==> config.mk <==
export PLATFORM = sky130hd
export DESIGN_NAME = issue_window_queue_flat
export DESIGN_NICKNAME = d
export VERILOG_FILES = /design/src/rtl/issue_window_queue_if.sv /design/src/rtl/issue_window_queue.sv /design/src/flat_wrapper.sv
export SDC_FILE = /design/constraint.sdc
export NUM_CORES = 1
export LEC_CHECK = 0
export ABC_AREA = 0
export CELL_PAD_IN_SITES_DETAIL_PLACEMENT = 1
export CELL_PAD_IN_SITES_GLOBAL_PLACEMENT = 1
export CORE_MARGIN = 2
export CORE_UTILIZATION = 50
export DETAILED_ROUTE_END_ITERATION = 7
export MAX_ROUTING_LAYER = met4
export PLACE_DENSITY = 0.76
export SLEW_MARGIN = 10
export SYNTH_ARGS = -nofsm -noshare
export SYNTH_HDL_FRONTEND = slang
export SYNTH_SLANG_ARGS = --single-unit
==> constraint.sdc <==
create_clock -name clk -period 4.6 [get_ports clk]
set_input_delay 0.46 -clock clk [delete_from_list [all_inputs] [get_ports clk]]
set_output_delay 0.46 -clock clk [all_outputs]
set_load 0.03 [all_outputs]
==> src/rtl/issue_window_queue_if.sv <==
// Issue window queue bus: push side, four-slot window to the hazard checker,
// checker flags back, and the issue result.
//   master : upstream decode / checker / execute side (drives push, flags, exe_ready, flush)
//   slave  : the queue itself (drives push_ready, window slots, issue_vec/issue_cnt)
// Window slot N (1..4) is element [N-1] of des/s1/s2/op/ins_in.
interface issue_window_queue_if #(
  parameter int DES_W = 4,
  parameter int SRC_W = 4,
  parameter int OP_W  = 8
);
  logic                  flush;
  logic                  push_valid;
  logic                  push_ready;
  logic [DES_W-1:0]      push_des;
  logic [SRC_W-1:0]      push_s1;
  logic [SRC_W-1:0]      push_s2;
  logic [OP_W-1:0]       push_op;
  logic [3:0][DES_W-1:0] des;
  logic [3:0][SRC_W-1:0] s1;
  logic [3:0][SRC_W-1:0] s2;
  logic [3:0][OP_W-1:0]  op;
  logic [3:0]            ins_in;
  logic                  ins_flag_2;
  logic                  ins_flag_3;
  logic                  ins_flag_4;
  logic                  exe_ready;
  logic [3:0]            issue_vec;
  logic [2:0]            issue_cnt;

  modport master (
    output flush, push_valid, push_des, push_s1, push_s2, push_op,
           ins_flag_2, ins_flag_3, ins_flag_4, exe_ready,
    input  push_ready, des, s1, s2, op, ins_in, issue_vec, issue_cnt
  );

  modport slave (
    input  flush, push_valid, push_des, push_s1, push_s2, push_op,
           ins_flag_2, ins_flag_3, ins_flag_4, exe_ready,
    output push_ready, des, s1, s2, op, ins_in, issue_vec, issue_cnt
  );
endinterface

==> src/rtl/issue_window_queue.sv <==
// In-order issue queue for the four-wide hazard checker.
// Buffers decoded instructions, presents the four oldest as window slots 1-4,
// and pops the longest in-order hazard-free prefix when execute is ready.
// Ports:
//   clk   : rising-edge clock
//   rst_n : asynchronous active-low reset (pointers/count only, storage not cleared)
//   bus   : issue_window_queue_if.slave (push, window, checker flags, issue result, flush)
module issue_window_queue #(
  parameter int DES_W = 4,
  parameter int SRC_W = 4,
  parameter int OP_W  = 8,
  parameter int DEPTH = 16
) (
  input  logic                clk,
  input  logic                rst_n,
  issue_window_queue_if.slave bus
);
  localparam int PW = $clog2(DEPTH);
  localparam int EW = DES_W + 2 * SRC_W + OP_W;

  typedef logic [EW-1:0] entry_t;

  entry_t                mem_q [DEPTH];
  logic [PW-1:0]         head_q, head_d;
  logic [PW-1:0]         tail_q, tail_d;
  logic [PW:0]           count_q, count_d;
  logic                  push_acc;
  logic [3:0]            slot_vld;
  logic [3:0]            issue_vec;
  logic [2:0]            issue_cnt;
  logic [3:0][DES_W-1:0] des_w;
  logic [3:0][SRC_W-1:0] s1_w;
  logic [3:0][SRC_W-1:0] s2_w;
  logic [3:0][OP_W-1:0]  op_w;

  // Ready looks only at the registered count; a same-cycle pop does not free a slot early.
  assign bus.push_ready = (count_q != (PW+1)'(DEPTH));
  assign push_acc       = bus.push_valid && bus.push_ready;

  always_comb begin
    slot_vld = '0;
    des_w    = '0;
    s1_w     = '0;
    s2_w     = '0;
    op_w     = '0;
    for (int n = 0; n < 4; n++) begin
      slot_vld[n] = (count_q > (PW+1)'(n));
      if (slot_vld[n]) begin
        {des_w[n], s1_w[n], s2_w[n], op_w[n]} = mem_q[head_q + PW'(n)];
      end
    end
  end

  assign bus.ins_in = slot_vld;
  assign bus.des    = des_w;
  assign bus.s1     = s1_w;
  assign bus.s2     = s2_w;
  assign bus.op     = op_w;

  // Flags are qualified by slot validity so a flag on an empty slot can never
  // pop more entries than the queue holds.
  always_comb begin
    issue_vec[0] = bus.exe_ready && slot_vld[0];
    issue_vec[1] = issue_vec[0] && slot_vld[1] && bus.ins_flag_2;
    issue_vec[2] = issue_vec[1] && slot_vld[2] && bus.ins_flag_3;
    issue_vec[3] = issue_vec[2] && slot_vld[3] && bus.ins_flag_4;
    issue_cnt    = 3'(issue_vec[0]) + 3'(issue_vec[1]) + 3'(issue_vec[2]) + 3'(issue_vec[3]);
  end

  assign bus.issue_vec = issue_vec;
  assign bus.issue_cnt = issue_cnt;

  // Flush wins over both the pop and the push of the same cycle.
  always_comb begin
    head_d  = head_q + PW'(issue_cnt);
    tail_d  = tail_q + PW'(push_acc);
    count_d = count_q + (PW+1)'(push_acc) - (PW+1)'(issue_cnt);
    if (bus.flush) begin
      head_d  = '0;
      tail_d  = '0;
      count_d = '0;
    end
  end

  always_ff @(posedge clk or negedge rst_n) begin
    if (!rst_n) begin
      head_q  <= '0;
      tail_q  <= '0;
      count_q <= '0;
    end else begin
      head_q  <= head_d;
      tail_q  <= tail_d;
      count_q <= count_d;
    end
  end

  always_ff @(posedge clk) begin
    if (push_acc && !bus.flush) begin
      mem_q[tail_q] <= {bus.push_des, bus.push_s1, bus.push_s2, bus.push_op};
    end
  end
endmodule

==> src/flat_wrapper.sv <==
// flat-port wrapper written by rule: the top's interface ports become plain ports
module issue_window_queue_flat 
#(
  parameter int DES_W = 4,
  parameter int SRC_W = 4,
  parameter int OP_W  = 8,
  parameter int DEPTH = 16
)
  (clk, rst_n, bus_flush, bus_push_valid, bus_push_des, bus_push_s1, bus_push_s2, bus_push_op, bus_ins_flag_2, bus_ins_flag_3, bus_ins_flag_4, bus_exe_ready, bus_push_ready, bus_des, bus_s1, bus_s2, bus_op, bus_ins_in, bus_issue_vec, bus_issue_cnt);
  issue_window_queue_if #(.DES_W(DES_W), .SRC_W(SRC_W), .OP_W(OP_W)) bus_i ();
  input  logic clk;
  input  logic rst_n;
  input wire logic [$bits(bus_i.flush)-1:0] bus_flush;
  input wire logic [$bits(bus_i.push_valid)-1:0] bus_push_valid;
  input wire logic [$bits(bus_i.push_des)-1:0] bus_push_des;
  input wire logic [$bits(bus_i.push_s1)-1:0] bus_push_s1;
  input wire logic [$bits(bus_i.push_s2)-1:0] bus_push_s2;
  input wire logic [$bits(bus_i.push_op)-1:0] bus_push_op;
  input wire logic [$bits(bus_i.ins_flag_2)-1:0] bus_ins_flag_2;
  input wire logic [$bits(bus_i.ins_flag_3)-1:0] bus_ins_flag_3;
  input wire logic [$bits(bus_i.ins_flag_4)-1:0] bus_ins_flag_4;
  input wire logic [$bits(bus_i.exe_ready)-1:0] bus_exe_ready;
  output wire logic [$bits(bus_i.push_ready)-1:0] bus_push_ready;
  output wire logic [$bits(bus_i.des)-1:0] bus_des;
  output wire logic [$bits(bus_i.s1)-1:0] bus_s1;
  output wire logic [$bits(bus_i.s2)-1:0] bus_s2;
  output wire logic [$bits(bus_i.op)-1:0] bus_op;
  output wire logic [$bits(bus_i.ins_in)-1:0] bus_ins_in;
  output wire logic [$bits(bus_i.issue_vec)-1:0] bus_issue_vec;
  output wire logic [$bits(bus_i.issue_cnt)-1:0] bus_issue_cnt;
  assign bus_i.flush = bus_flush;
  assign bus_i.push_valid = bus_push_valid;
  assign bus_i.push_des = bus_push_des;
  assign bus_i.push_s1 = bus_push_s1;
  assign bus_i.push_s2 = bus_push_s2;
  assign bus_i.push_op = bus_push_op;
  assign bus_i.ins_flag_2 = bus_ins_flag_2;
  assign bus_i.ins_flag_3 = bus_ins_flag_3;
  assign bus_i.ins_flag_4 = bus_ins_flag_4;
  assign bus_i.exe_ready = bus_exe_ready;
  assign bus_push_ready = bus_i.push_ready;
  assign bus_des = bus_i.des;
  assign bus_s1 = bus_i.s1;
  assign bus_s2 = bus_i.s2;
  assign bus_op = bus_i.op;
  assign bus_ins_in = bus_i.ins_in;
  assign bus_issue_vec = bus_i.issue_vec;
  assign bus_issue_cnt = bus_i.issue_cnt;
  issue_window_queue #(.DES_W(DES_W), .SRC_W(SRC_W), .OP_W(OP_W), .DEPTH(DEPTH)) u_core (.clk(clk), .rst_n(rst_n), .bus(bus_i));
endmodule
==> out/metrics.yaml <==
cts.clk_slew.worst_paths_ps: 50
yosysSeqAreaShare_pct: 49.1
drtAntennaViolNets: 0
worstPathRequired_ps: 4140
nNetsFinal: 1293
die_area_mm2: 0.0421
coreArea_mm2: 0.0398
worstHoldPathType: "in -> async"
syn-num-nets: 1187
start_util_pct: 50.8
synth.avg_cell_area_um2: 17.8
pin_count: 120
r2r_slack_ps: 530
cts_buffers: 38
placed_cells: 1728
layout-drive-gt1-share_pct: 32.8
critPathKind: "reg -> out"
grt.overflow.total: 0
synth.area.top_cells: "edfxtp_1 (47%), mux4_2 (31%), mux2i_1 (7.8%)"
cts.path.max_buffers: 3
synth_top_cell_by_area: "edfxtp_1"
synthCells: 1137
antenna_found_initial: 1
r2r_start: "u_core.count_q[1]"
ys_seq_elements: 333
synthTopCellsByCount: "edfxtp_1 (320), mux4_2 (280), mux2i_1 (158)"
gp_congestion: 0.815
critical_path_peak_fanout: 7
cp-end-kind: "primary output"
period_share_pct: 91.4
tritoncts: "done"
dpl.hpwl_mm: 36.4
ff2ff_path_depth: 16
cts_hold_buffers: 0
wl_per_cell_um: 32.7
setup_tns_ps: 0
tightest_slew_ps: 1010
grt_usage_pct: 29.4
drtIter0Drc: 1206
htreeDepth: 2
cp-start-kind: "flop"
rows: 73
fmax_mhz: 238
via_count: 12800
cp_data_arrival_time_ps: 3750
pre_cts_slack_ps: 512
rsz0062_at_grt: "no"
grt_start_max_net_pins: 141
setup_violations: 0
reg2reg_to: "u_core.count_q[4]"
wirelength_mm: 58.7
instances_no_fill: 1796
ir_worst_vdd_uv: 538
synth_area_mm2: 0.0202
cts_sinks: 333
synthArstFlopShare_pct: 3.90
min_period_ps: 4210
relSlewSlack_pct: 32.7
grt_pass1_vias: 13300
finalClockSkew_ps: 12.6
setup_ws_ps: 394
synth_top_area_share_pct: 47.5
vias_per_cell: 7.12
status: "finished, final reports clean"
slew_violations: 0
hold_violations: 0
final_util_pct: 58.7
synth_edf_count: 320
postCtsResizedCells: 0
cts_setup_buffers: 0
leakage_uw: 0.00720
areaGrowthSynthToFinish_pct: 15.5
clockRootBuffer: "clkbuf_16"
powerDensity_mw_per_mm2: 690
drc: 0
grt_pass1_wl_mm: 86.7
cap_violations: 0
port_buffers: 119
drt_first_pass_iters: 5
die_w_um: 205
insertion_delay_ps: 530
die_h_um: 205
synth_cell_types: 44
synth_ff_type: "edfxtp_1"
yosysWarnings: 0
synth_most_common_cell: "edfxtp_1"
cells in the final DEF, fill, tap and decap left out, drive strengths merged, types with 23 or more instances in the layout:
cell type,synthesis,layout
a21oi,27,27
a22oi,40,40
buf,80,56
clkbuf,26,45
clkdlybuf4s50,0,116
edfxtp,320,320
mux2i,158,158
mux4,280,280
nor2,23,23
o22ai,58,58
sequential cells by signal, indices dropped and copies added, names as in the netlist:
register,count
u_core.head_q,4
u_core.mem_q,320
u_core.count_q,5
u_core.tail_q,4
worst max-delay path by stage:
stage / startpoint / endpoint / slack [ps]
floorplan: u_core.count_q[4] / u_core.count_q[4] / 250
global placement: u_core.count_q[1] / u_core.count_q[4] / 710
detailed placement: u_core.count_q[1] / u_core.count_q[4] / 510
CTS: u_core.count_q[1] / bus_issue_cnt[1] / 360
global route: u_core.count_q[1] / u_core.count_q[4] / 90
finish: u_core.count_q[1] / bus_issue_cnt[1] / 390
per-layer routing:
metal / global-route usage, % / routed length [µm]
met1: 38.4 / 22800
met3: 5.62 / 4810
met4: 11.4 / 2160
met5: - / 0
met2: 46.3 / 28900
logic make-up after synthesis:
family                     after synthesis  synth area share, %
muxes                                  438                 39.0
DFF                                    333                 49.1
AOI/OAI and AO/OA                      136                 4.34
buffers and inverters                  123                 3.66
and+or+nand+nor                         72                 1.84
adders and majority gates               22                 1.47
xor gates and xnor gates                13                0.655
through the flow:
| step | area, µm² | hold slack, ps | total power, µW |
|---|---|---|---|
| 6_report | 23400 | 334 | 16100 |
| 5_1_grt | 23400 | 367 | 16800 |
| 4_1_cts | 23400 | 349 | 16200 |
| 3_5_place_dp | 22100 | 608 | 13100 |
| 3_3_place_gp | 22100 | 588 | 13000 |
| 2_1_floorplan | 20200 | 164 | 10100 |
critical path, cell delays in order (launching register included):
cell,delay (ps)
dfrtp_1,440
nor4_1,580
nand2_1,240
and4_1,320
ha_1,300
inv_1,50
fa_1,350
inv_1,70
ha_1,260
clkdlybuf4s50_1,610
final cells by class:
type / instances / area (µm²)
clock inverter: 22 / 287
multi-input combinational: 681 / 9720
inverter: 17 / 63.8
antenna: 1 / 2.50
fill: 3539 / 16400
tap: 525 / 657
sequential: 333 / 9950
timing repair buffer: 172 / 1710
clock buffer: 45 / 998
report_power, final:
part	switching [µW]	internal [µW]	leakage, µW
combinational	5140	4340	0.00353
sequential	105	3410	0.00305
clock	1200	1940	0.000624
(Power assumes the default switching activity.)
